==> src/rtl/decode_pkg.sv <==
// Shared definitions for the RV32I decode stage: opcode constants, ALU
// operation codes, control-bundle bit positions and the decoded bundle type.
package decode_pkg;

  // Major opcodes recognised by the decoder.
  localparam logic [6:0] OPC_OP     = 7'b0110011;
  localparam logic [6:0] OPC_OP_IMM = 7'b0010011;
  localparam logic [6:0] OPC_LOAD   = 7'b0000011;
  localparam logic [6:0] OPC_STORE  = 7'b0100011;
  localparam logic [6:0] OPC_BRANCH = 7'b1100011;
  localparam logic [6:0] OPC_JAL    = 7'b1101111;
  localparam logic [6:0] OPC_LUI    = 7'b0110111;

  // ALU operation codes; 1100-1111 belong to the M extension.
  localparam logic [3:0] ALU_AND   = 4'b0000;
  localparam logic [3:0] ALU_OR    = 4'b0001;
  localparam logic [3:0] ALU_ADD   = 4'b0010;
  localparam logic [3:0] ALU_XOR   = 4'b0011;
  localparam logic [3:0] ALU_SLL   = 4'b0100;
  localparam logic [3:0] ALU_SRL   = 4'b0101;
  localparam logic [3:0] ALU_SUB   = 4'b0110;
  localparam logic [3:0] ALU_SLT   = 4'b0111;
  localparam logic [3:0] ALU_SLTU  = 4'b1000;
  localparam logic [3:0] ALU_SRA   = 4'b1001;
  localparam logic [3:0] ALU_PASSB = 4'b1010;
  localparam logic [3:0] ALU_MUL   = 4'b1100;
  localparam logic [3:0] ALU_MULH  = 4'b1101;
  localparam logic [3:0] ALU_DIV   = 4'b1110;
  localparam logic [3:0] ALU_REM   = 4'b1111;

  // Control bundle layout: {RegWrite, MemRead, MemWrite, ALUSrc, MemtoReg, Branch, Jump, Illegal}.
  localparam int CTRL_W        = 8;
  localparam int CTRL_REGWRITE = 7;
  localparam int CTRL_MEMREAD  = 6;
  localparam int CTRL_MEMWRITE = 5;
  localparam int CTRL_ALUSRC   = 4;
  localparam int CTRL_MEMTOREG = 3;
  localparam int CTRL_BRANCH   = 2;
  localparam int CTRL_JUMP     = 1;
  localparam int CTRL_ILLEGAL  = 0;

  // Everything the decoder derives from one instruction word (RV32: 32-bit immediate).
  typedef struct packed {
    logic [4:0]        rs1;
    logic [4:0]        rs2;
    logic [4:0]        rd;
    logic [31:0]       imm;
    logic [3:0]        aluctrl;
    logic [CTRL_W-1:0] ctrl;
    logic [2:0]        brfunc;
  } dec_bundle_t;

  // Base ALU operation selected by funct3 for R-type and I-ALU (shift-right defaults to logical).
  function automatic logic [3:0] alu_from_funct3(input logic [2:0] funct3);
    logic [3:0] op;
    case (funct3)
      3'b000:  op = ALU_ADD;
      3'b001:  op = ALU_SLL;
      3'b010:  op = ALU_SLT;
      3'b011:  op = ALU_SLTU;
      3'b100:  op = ALU_XOR;
      3'b101:  op = ALU_SRL;
      3'b110:  op = ALU_OR;
      default: op = ALU_AND;
    endcase
    return op;
  endfunction

endpackage

==> src/rtl/decode_if.sv <==
// Fetch-side and execute-side handshake bundle of the decode stage.
// master: the surrounding pipeline (drives instructions, consumes bundles).
// slave:  the decode stage itself.
interface decode_if #(
  parameter int XLEN = 32
);
  logic            in_valid;
  logic            in_ready;
  logic [31:0]     in_instr;
  logic [XLEN-1:0] in_pc;

  logic            out_valid;
  logic            out_ready;
  logic [XLEN-1:0] out_pc;
  logic [4:0]      out_rs1;
  logic [4:0]      out_rs2;
  logic [4:0]      out_rd;
  logic [XLEN-1:0] out_imm;
  logic [3:0]      out_aluctrl;
  logic [7:0]      out_ctrl;
  logic [2:0]      out_brfunc;

  modport master (
    output in_valid, in_instr, in_pc, out_ready,
    input  in_ready, out_valid, out_pc, out_rs1, out_rs2, out_rd,
           out_imm, out_aluctrl, out_ctrl, out_brfunc
  );

  modport slave (
    input  in_valid, in_instr, in_pc, out_ready,
    output in_ready, out_valid, out_pc, out_rs1, out_rs2, out_rd,
           out_imm, out_aluctrl, out_ctrl, out_brfunc
  );
endinterface

==> src/rtl/decode_comb.sv <==
// Purely combinational RV32I-subset decoder: instruction word -> control bundle.
// Optional feature: define DECODE_MULDIV_EN to decode MUL/MULH/DIV/REM
// (R-type funct7 0000001); otherwise that funct7 is an illegal instruction.
module decode_comb
  import decode_pkg::*;
(
  input  logic [31:0] instr_i,
  output dec_bundle_t dec_o
);

  logic [6:0]  opcode;
  logic [6:0]  funct7;
  logic [2:0]  funct3;
  logic [4:0]  rs1;
  logic [4:0]  rs2;
  logic [4:0]  rd;
  logic [31:0] imm_i;
  logic [31:0] imm_s;
  logic [31:0] imm_b;
  logic [31:0] imm_j;
  logic [31:0] imm_u;
  logic        legal;

  assign opcode = instr_i[6:0];
  assign rd     = instr_i[11:7];
  assign funct3 = instr_i[14:12];
  assign rs1    = instr_i[19:15];
  assign rs2    = instr_i[24:20];
  assign funct7 = instr_i[31:25];

  assign imm_i = {{20{instr_i[31]}}, instr_i[31:20]};
  assign imm_s = {{20{instr_i[31]}}, instr_i[31:25], instr_i[11:7]};
  assign imm_b = {{19{instr_i[31]}}, instr_i[31], instr_i[7], instr_i[30:25], instr_i[11:8], 1'b0};
  assign imm_j = {{11{instr_i[31]}}, instr_i[31], instr_i[19:12], instr_i[20], instr_i[30:21], 1'b0};
  assign imm_u = {instr_i[31:12], 12'b0};

  // Map opcode/funct fields to the bundle; any illegal encoding collapses to a bare trap marker.
  always_comb begin
    // NOTE: every variable gets a default before the case, so no path can infer a latch.
    dec_o = '0;
    legal = 1'b1;
    case (opcode)
      OPC_OP: begin
        dec_o.rs1 = rs1;
        dec_o.rs2 = rs2;
        dec_o.rd  = rd;
        dec_o.ctrl[CTRL_REGWRITE] = 1'b1;
        case (funct7)
          7'b0000000: dec_o.aluctrl = alu_from_funct3(funct3);
          7'b0100000: begin
            if (funct3 == 3'b000)      dec_o.aluctrl = ALU_SUB;
            else if (funct3 == 3'b101) dec_o.aluctrl = ALU_SRA;
            else                       legal = 1'b0;
          end
`ifdef DECODE_MULDIV_EN
          7'b0000001: begin
            case (funct3)
              3'b000:  dec_o.aluctrl = ALU_MUL;
              3'b001:  dec_o.aluctrl = ALU_MULH;
              3'b100:  dec_o.aluctrl = ALU_DIV;
              3'b110:  dec_o.aluctrl = ALU_REM;
              default: legal = 1'b0;
            endcase
          end
`endif
          default: legal = 1'b0;
        endcase
      end
      OPC_OP_IMM: begin
        dec_o.rs1 = rs1;
        dec_o.rd  = rd;
        dec_o.imm = imm_i;
        dec_o.ctrl[CTRL_REGWRITE] = 1'b1;
        dec_o.ctrl[CTRL_ALUSRC]   = 1'b1;
        dec_o.aluctrl = alu_from_funct3(funct3);
        // Shift immediates encode the shift type in imm[11:5]; there is no subtract-immediate.
        if (funct3 == 3'b001 && funct7 != 7'b0000000) legal = 1'b0;
        if (funct3 == 3'b101) begin
          if (funct7 == 7'b0100000)      dec_o.aluctrl = ALU_SRA;
          else if (funct7 != 7'b0000000) legal = 1'b0;
        end
      end
      OPC_LOAD: begin
        dec_o.rs1     = rs1;
        dec_o.rd      = rd;
        dec_o.imm     = imm_i;
        dec_o.aluctrl = ALU_ADD;
        dec_o.ctrl[CTRL_REGWRITE] = 1'b1;
        dec_o.ctrl[CTRL_MEMREAD]  = 1'b1;
        dec_o.ctrl[CTRL_ALUSRC]   = 1'b1;
        dec_o.ctrl[CTRL_MEMTOREG] = 1'b1;
        if (funct3 != 3'b010) legal = 1'b0;
      end
      OPC_STORE: begin
        dec_o.rs1     = rs1;
        dec_o.rs2     = rs2;
        dec_o.imm     = imm_s;
        dec_o.aluctrl = ALU_ADD;
        dec_o.ctrl[CTRL_MEMWRITE] = 1'b1;
        dec_o.ctrl[CTRL_ALUSRC]   = 1'b1;
        if (funct3 != 3'b010) legal = 1'b0;
      end
      OPC_BRANCH: begin
        dec_o.rs1     = rs1;
        dec_o.rs2     = rs2;
        dec_o.imm     = imm_b;
        dec_o.aluctrl = ALU_SUB;
        dec_o.brfunc  = funct3;
        dec_o.ctrl[CTRL_BRANCH] = 1'b1;
        if (funct3[2:1] == 2'b01) legal = 1'b0;
      end
      OPC_JAL: begin
        dec_o.rd      = rd;
        dec_o.imm     = imm_j;
        dec_o.aluctrl = ALU_ADD;
        dec_o.ctrl[CTRL_REGWRITE] = 1'b1;
        dec_o.ctrl[CTRL_JUMP]     = 1'b1;
      end
      OPC_LUI: begin
        dec_o.rd      = rd;
        dec_o.imm     = imm_u;
        dec_o.aluctrl = ALU_PASSB;
        dec_o.ctrl[CTRL_REGWRITE] = 1'b1;
        dec_o.ctrl[CTRL_ALUSRC]   = 1'b1;
      end
      default: legal = 1'b0;
    endcase

    if (!legal) begin
      dec_o = '0;
      dec_o.ctrl[CTRL_ILLEGAL] = 1'b1;
    end
  end

endmodule

==> src/rtl/decode_stage.sv <==
// Registered decode stage between fetch and execute. Decodes on the input
// side, then holds results in a two-entry buffer (OUT drives the outputs,
// SKID absorbs one instruction while OUT is stalled) so in_ready comes
// straight from a flop. flush kills both entries on the next edge.
// Optional feature: DECODE_MULDIV_EN (see decode_comb).
module decode_stage
  import decode_pkg::*;
#(
  parameter int              XLEN     = 32,
  parameter logic [XLEN-1:0] RESET_PC = '0
) (
  input  logic   clk,
  input  logic   rst_n,
  input  logic   flush,
  decode_if.slave bus
);

  typedef struct packed {
    logic [XLEN-1:0] pc;
    dec_bundle_t     dec;
  } entry_t;

  dec_bundle_t in_dec;
  entry_t      in_entry;
  entry_t      out_q;
  entry_t      skid_q;
  logic        out_valid_q;
  logic        out_valid_d;
  logic        skid_valid_q;
  logic        skid_valid_d;
  logic        accept;
  logic        out_free;
  logic        load_out_new;
  logic        load_out_skid;
  logic        load_skid;

  decode_comb u_decode_comb (
    .instr_i (bus.in_instr),
    .dec_o   (in_dec)
  );

  assign in_entry = '{pc: bus.in_pc, dec: in_dec};
  assign accept   = bus.in_valid && !skid_valid_q && !flush;
  assign out_free = !out_valid_q || bus.out_ready;

  // Buffer control: SKID refills OUT first to keep FIFO order; flush overrides everything.
  always_comb begin
    out_valid_d   = out_valid_q;
    skid_valid_d  = skid_valid_q;
    load_out_new  = 1'b0;
    load_out_skid = 1'b0;
    load_skid     = 1'b0;
    if (flush) begin
      out_valid_d  = 1'b0;
      skid_valid_d = 1'b0;
    end else if (out_free) begin
      if (skid_valid_q) begin
        load_out_skid = 1'b1;
        out_valid_d   = 1'b1;
        skid_valid_d  = 1'b0;
      end else if (accept) begin
        load_out_new = 1'b1;
        out_valid_d  = 1'b1;
      end else begin
        out_valid_d = 1'b0;
      end
    end else if (accept) begin
      load_skid    = 1'b1;
      skid_valid_d = 1'b1;
    end
  end

  // Valid flags and the OUT entry; OUT data only changes when a new entry loads.
  always_ff @(posedge clk or negedge rst_n) begin
    // NOTE: state registers use non-blocking assignments so every flop samples pre-edge values.
    if (!rst_n) begin
      out_valid_q  <= 1'b0;
      skid_valid_q <= 1'b0;
      out_q        <= '{pc: RESET_PC, dec: '0};
    end else begin
      out_valid_q  <= out_valid_d;
      skid_valid_q <= skid_valid_d;
      if (load_out_skid)     out_q <= skid_q;
      else if (load_out_new) out_q <= in_entry;
    end
  end

  // SKID payload capture while OUT is stalled.
  always_ff @(posedge clk) begin
    // NOTE: payload needs no reset; it is never observed unless skid_valid_q is set.
    if (load_skid) skid_q <= in_entry;
  end

  assign bus.in_ready    = !skid_valid_q;
  assign bus.out_valid   = out_valid_q;
  assign bus.out_pc      = out_q.pc;
  assign bus.out_rs1     = out_q.dec.rs1;
  assign bus.out_rs2     = out_q.dec.rs2;
  assign bus.out_rd      = out_q.dec.rd;
  assign bus.out_imm     = XLEN'(out_q.dec.imm);
  assign bus.out_aluctrl = out_q.dec.aluctrl;
  assign bus.out_ctrl    = out_q.dec.ctrl;
  assign bus.out_brfunc  = out_q.dec.brfunc;

endmodule

==> src/flat_wrapper.sv <==
// flat-port wrapper written by rule: the top's interface ports become plain ports
module decode_stage_flat import decode_pkg::*;
#(
  parameter int              XLEN     = 32,
  parameter logic [XLEN-1:0] RESET_PC = '0
)
  (clk, rst_n, flush, bus_in_valid, bus_in_instr, bus_in_pc, bus_out_ready, bus_in_ready, bus_out_valid, bus_out_pc, bus_out_rs1, bus_out_rs2, bus_out_rd, bus_out_imm, bus_out_aluctrl, bus_out_ctrl, bus_out_brfunc);
  decode_if #(.XLEN(XLEN)) bus_i ();
  input  logic clk;
  input  logic rst_n;
  input  logic flush;
  input wire logic [$bits(bus_i.in_valid)-1:0] bus_in_valid;
  input wire logic [$bits(bus_i.in_instr)-1:0] bus_in_instr;
  input wire logic [$bits(bus_i.in_pc)-1:0] bus_in_pc;
  input wire logic [$bits(bus_i.out_ready)-1:0] bus_out_ready;
  output wire logic [$bits(bus_i.in_ready)-1:0] bus_in_ready;
  output wire logic [$bits(bus_i.out_valid)-1:0] bus_out_valid;
  output wire logic [$bits(bus_i.out_pc)-1:0] bus_out_pc;
  output wire logic [$bits(bus_i.out_rs1)-1:0] bus_out_rs1;
  output wire logic [$bits(bus_i.out_rs2)-1:0] bus_out_rs2;
  output wire logic [$bits(bus_i.out_rd)-1:0] bus_out_rd;
  output wire logic [$bits(bus_i.out_imm)-1:0] bus_out_imm;
  output wire logic [$bits(bus_i.out_aluctrl)-1:0] bus_out_aluctrl;
  output wire logic [$bits(bus_i.out_ctrl)-1:0] bus_out_ctrl;
  output wire logic [$bits(bus_i.out_brfunc)-1:0] bus_out_brfunc;
  assign bus_i.in_valid = bus_in_valid;
  assign bus_i.in_instr = bus_in_instr;
  assign bus_i.in_pc = bus_in_pc;
  assign bus_i.out_ready = bus_out_ready;
  assign bus_in_ready = bus_i.in_ready;
  assign bus_out_valid = bus_i.out_valid;
  assign bus_out_pc = bus_i.out_pc;
  assign bus_out_rs1 = bus_i.out_rs1;
  assign bus_out_rs2 = bus_i.out_rs2;
  assign bus_out_rd = bus_i.out_rd;
  assign bus_out_imm = bus_i.out_imm;
  assign bus_out_aluctrl = bus_i.out_aluctrl;
  assign bus_out_ctrl = bus_i.out_ctrl;
  assign bus_out_brfunc = bus_i.out_brfunc;
  decode_stage #(.XLEN(XLEN), .RESET_PC(RESET_PC)) u_core (.clk(clk), .rst_n(rst_n), .flush(flush), .bus(bus_i));
endmodule
==> config.mk <==
export PLATFORM = sky130hd
export DESIGN_NAME = decode_stage_flat
export DESIGN_NICKNAME = d
export VERILOG_FILES = /design/src/rtl/decode_pkg.sv /design/src/rtl/decode_if.sv /design/src/rtl/decode_comb.sv /design/src/rtl/decode_stage.sv /design/src/flat_wrapper.sv
export SDC_FILE = /design/constraint.sdc
export NUM_CORES = 1
export LEC_CHECK = 0
export ABC_AREA = 1
export BUFFER_PORTS_ARGS = -buffer_cell sky130_fd_sc_hd__buf_2
export CORE_MARGIN = 2
export CORE_UTILIZATION = 30
export CTS_CLUSTER_SIZE = 20
export DETAILED_ROUTE_END_ITERATION = 8
export MAX_ROUTING_LAYER = met4
export PLACE_DENSITY_LB_ADDON = 0.2
export SETUP_SLACK_MARGIN = 0.1
export SLEW_MARGIN = 10
export SYNTH_ARGS = -nofsm -noshare
export SYNTH_HDL_FRONTEND = slang
export SYNTH_HIERARCHICAL = 1
export SYNTH_SLANG_ARGS = --single-unit
==> constraint.sdc <==
create_clock -name clk -period 8 [get_ports clk]
set_input_delay 0.4 -clock clk [delete_from_list [all_inputs] [get_ports clk]]
set_output_delay 0.4 -clock clk [all_outputs]
set_load 0.005 [all_outputs]
==> results.md <==
* Worst setup SP type: flip-flop
* Max Cap Viol at 0
* Crit-path cells: nand2_4 > inv_2 > nor2_4 > clkinv_2 > buf_4 > nand2_1 > nand2_1
* Worst clock skew at 12.8 ps
* Synth area leaders: edfxtp_1 (31%), dfrtp_1 (27%), nand2_1 (24%)
* Worst Max-Slew Pin Slew at 1130 ps
* Reg clk slew, reported paths at 90 ps
* Synth Instances at 1,076
* CTS sink count at 190
* # hold bufs at CTS at 1
* Total track usage at 17.6%
* CP endpoint kind: flip-flop
* Clock root cell: clkbuf_16
* Setup TNS at 0 ps
* Critical Path AT at 3190 ps
* Syn. warnings at 6
* Initial DRC Count at 536
* Power per cell area at 202 nW/um^2
* Top Ports at 165
* PostCTS Resize Cnt at 0
* Final Cell Area at 10,600 um^2
* Antenna Nets Post-Route at 0
* Max clock buf depth at 2
* Hpwl dp at 16,400 um
* Final Setup Violations at 0
* Vias/cell at 4.62
* Die area at 31,400 um^2
* Cell Rows at 63
* CP required at 8320 ps
* TritonRoute pass-1 iters at 4
* #FFs+latches synth at 190
* TritonCTS clock tree: built
* Placer Congestion at 0.862
* Cell area after synthesis at 9000 um^2
* Residual DRC at 0
* CTS buffer count at 17
* Average size of a mapped cell at 8.36 um^2
* Vias in the first global route at 7,642
* Top cells by count, synth: nand2_1 (564), nand3_1 (107), dfrtp_1 (96), edfxtp_1 (94), nor2_1 (57)
* Core footprint at 29,600 um^2
* PortBufs at 164
* Net count after synthesis at 1,145
* Net count, final at 1,276
* Status: finished clean
* Peak VDD IR at 0.139 mV
* Period minus WS final at 2870 ps
* Post-CTS Setup Inserts at 0
* Share of cells above drive strength 1 at 19.8%
* Count leader, synth: nand2_1
* Post-synth ARST share at 50.5%
* Max frequency at 0.349 GHz
* Synth top area share at 31.4%
* Chip Height at 177 um
* Final hold viol count at 0
* Leak at 5.36 nW
* Cell taking the most area after synthesis: edfxtp_1
* ANT cells at 0
* Register area share after synthesis at 58.1%
* Total number of vias at 7,439
* Ys flop type: dfrtp_1
* Fin crit share at 35.9%
* CP max stage delay at 710 ps
* Initial antenna violation count at 0
* Number of flops mapped to enable cells by yosys at 94
* Post-placement cell area at 10,000 um^2
* Overflow after GRT at 0
* Fin. max-slew vios at 0
* Critical path peak fanout at 49
* Setup Crit Path Kind: reg -> reg
* Pin count of the biggest net entering global routing at 95
* Final wirelength at 25,600 um
* Yosys cell types at 25
* Die width at 177 um
* Hold Path Class: in -> reg
* Power Total at 2.14 mW
* H-tree levels at 4
* Critical-path top delay cell: clkinv_2
* Starting density of the core at 30.4%
* Relative slew slack at 25.0%
* Layout area overhead at 18.1%
* Routed len/inst at 15.9 um
* Most Frequent Cell on Critical Path: nand2_1
* First-pass GRT wire length at 41,900 um
* Util after Layout at 36.0%
* RSZ-0062 raised after global routing: false
* Worst-Skew Late Latency at 440 ps
## state kept, by name (all words and copies together), names as in the netlist
register,cells
u_core/bus.out_valid,1
u_core/bus.out_imm,32
u_core/bus.out_rs1,5
u_core/bus.out_rs2,5
u_core/skid_q,94
u_core/skid_valid_q,1
u_core/bus.out_aluctrl,4
u_core/bus.out_ctrl,8
u_core/bus.out_pc,32
u_core/bus.out_brfunc,3
u_core/bus.out_rd,5
## cells by family (layout without fill, tap and decap cells)
kind of cell,count (synthesis),in the layout,share of synthesized area (%)
AO/OA/AOI/OAI,27,27,1.53
flip-flops,190,190,58.1
buffers and inverters,98,242,5.63
AND/OR/NAND/NOR,761,761,34.8
## cell usage in the layout (no fill, tap or decap), types with 6 or more instances in the layout
cell,synthesis,layout
buf_4,11,7
edfxtp_1,94,94
inv_6,0,6
nand3_1,107,107
buf_2,27,163
dfrtp_1,96,96
nor2_1,57,56
inv_1,31,31
o21ai_0,10,10
nand2_1,564,563
nand2_2,7,6
clkbuf_16,0,17
nor2_4,5,7
inv_2,8,7
a21oi_1,15,15
nor2_2,13,12
## layout make-up
type / instances / area [um^2]
sequential: 190 / 5230
clock buffer: 18 / 439
clock inverter: 14 / 160
fill: 3152 / 18900
multi-input combinational: 788 / 3290
inverter: 39 / 148
timing repair buffer: 171 / 878
tap: 390 / 488
## critical path, delay by kind of cell, from the launching register on
kind	cells	cell delay, ps
simple gates	4	940
flops	1	410
buf+inv	3	1370
## path summary, 6_finish.rpt
kind	cells past startpoint	slack (ps)	end	start
max in group asynchronous	3	6340	u_core/bus.out_imm[16]	rst_n
min reg2reg	2	480	u_core/bus.out_rd[4]	u_core/bus.out_rd[4]
max reg2reg	7	5130	u_core/bus.out_ctrl[0]	u_core/bus.out_valid
max	7	5130	u_core/bus.out_ctrl[0]	u_core/bus.out_valid
min	1	150	u_core/skid_q[78]	bus_in_pc[16]
min in group asynchronous	2	500	u_core/bus.out_pc[17]	rst_n
## per-stage QoR
step | worst slack (ps) | std cells | hold slack (ps)
2_1_floorplan | 2880 | 1076 | 104
3_3_place_gp | 4950 | 1577 | 451
3_5_place_dp | 4950 | 1577 | 457
4_1_cts | 5010 | 1610 | 126
5_1_grt | 4780 | 1610 | 123
6_report | 5130 | 1610 | 146
## report_power, final
group	internal (mW)	switching (mW)	total (mW)
registers	1.07	0.0210	1.09
logic	0.0638	0.123	0.186
clock network	0.431	0.438	0.868
total	1.56	0.581	2.14
## layer usage
layer | vias up | GRT usage (%) | wire [um]
met2 | 192 | 27.3 | 11800
met3 | 19 | 2.60 | 1270
met1 | 3565 | 24.4 | 12300
li1 | 3663 | - | -
met5 | - | - | 0
met4 | 0 | 4.10 | 265
No activity file was read; power rests on OpenSTA's default activity.
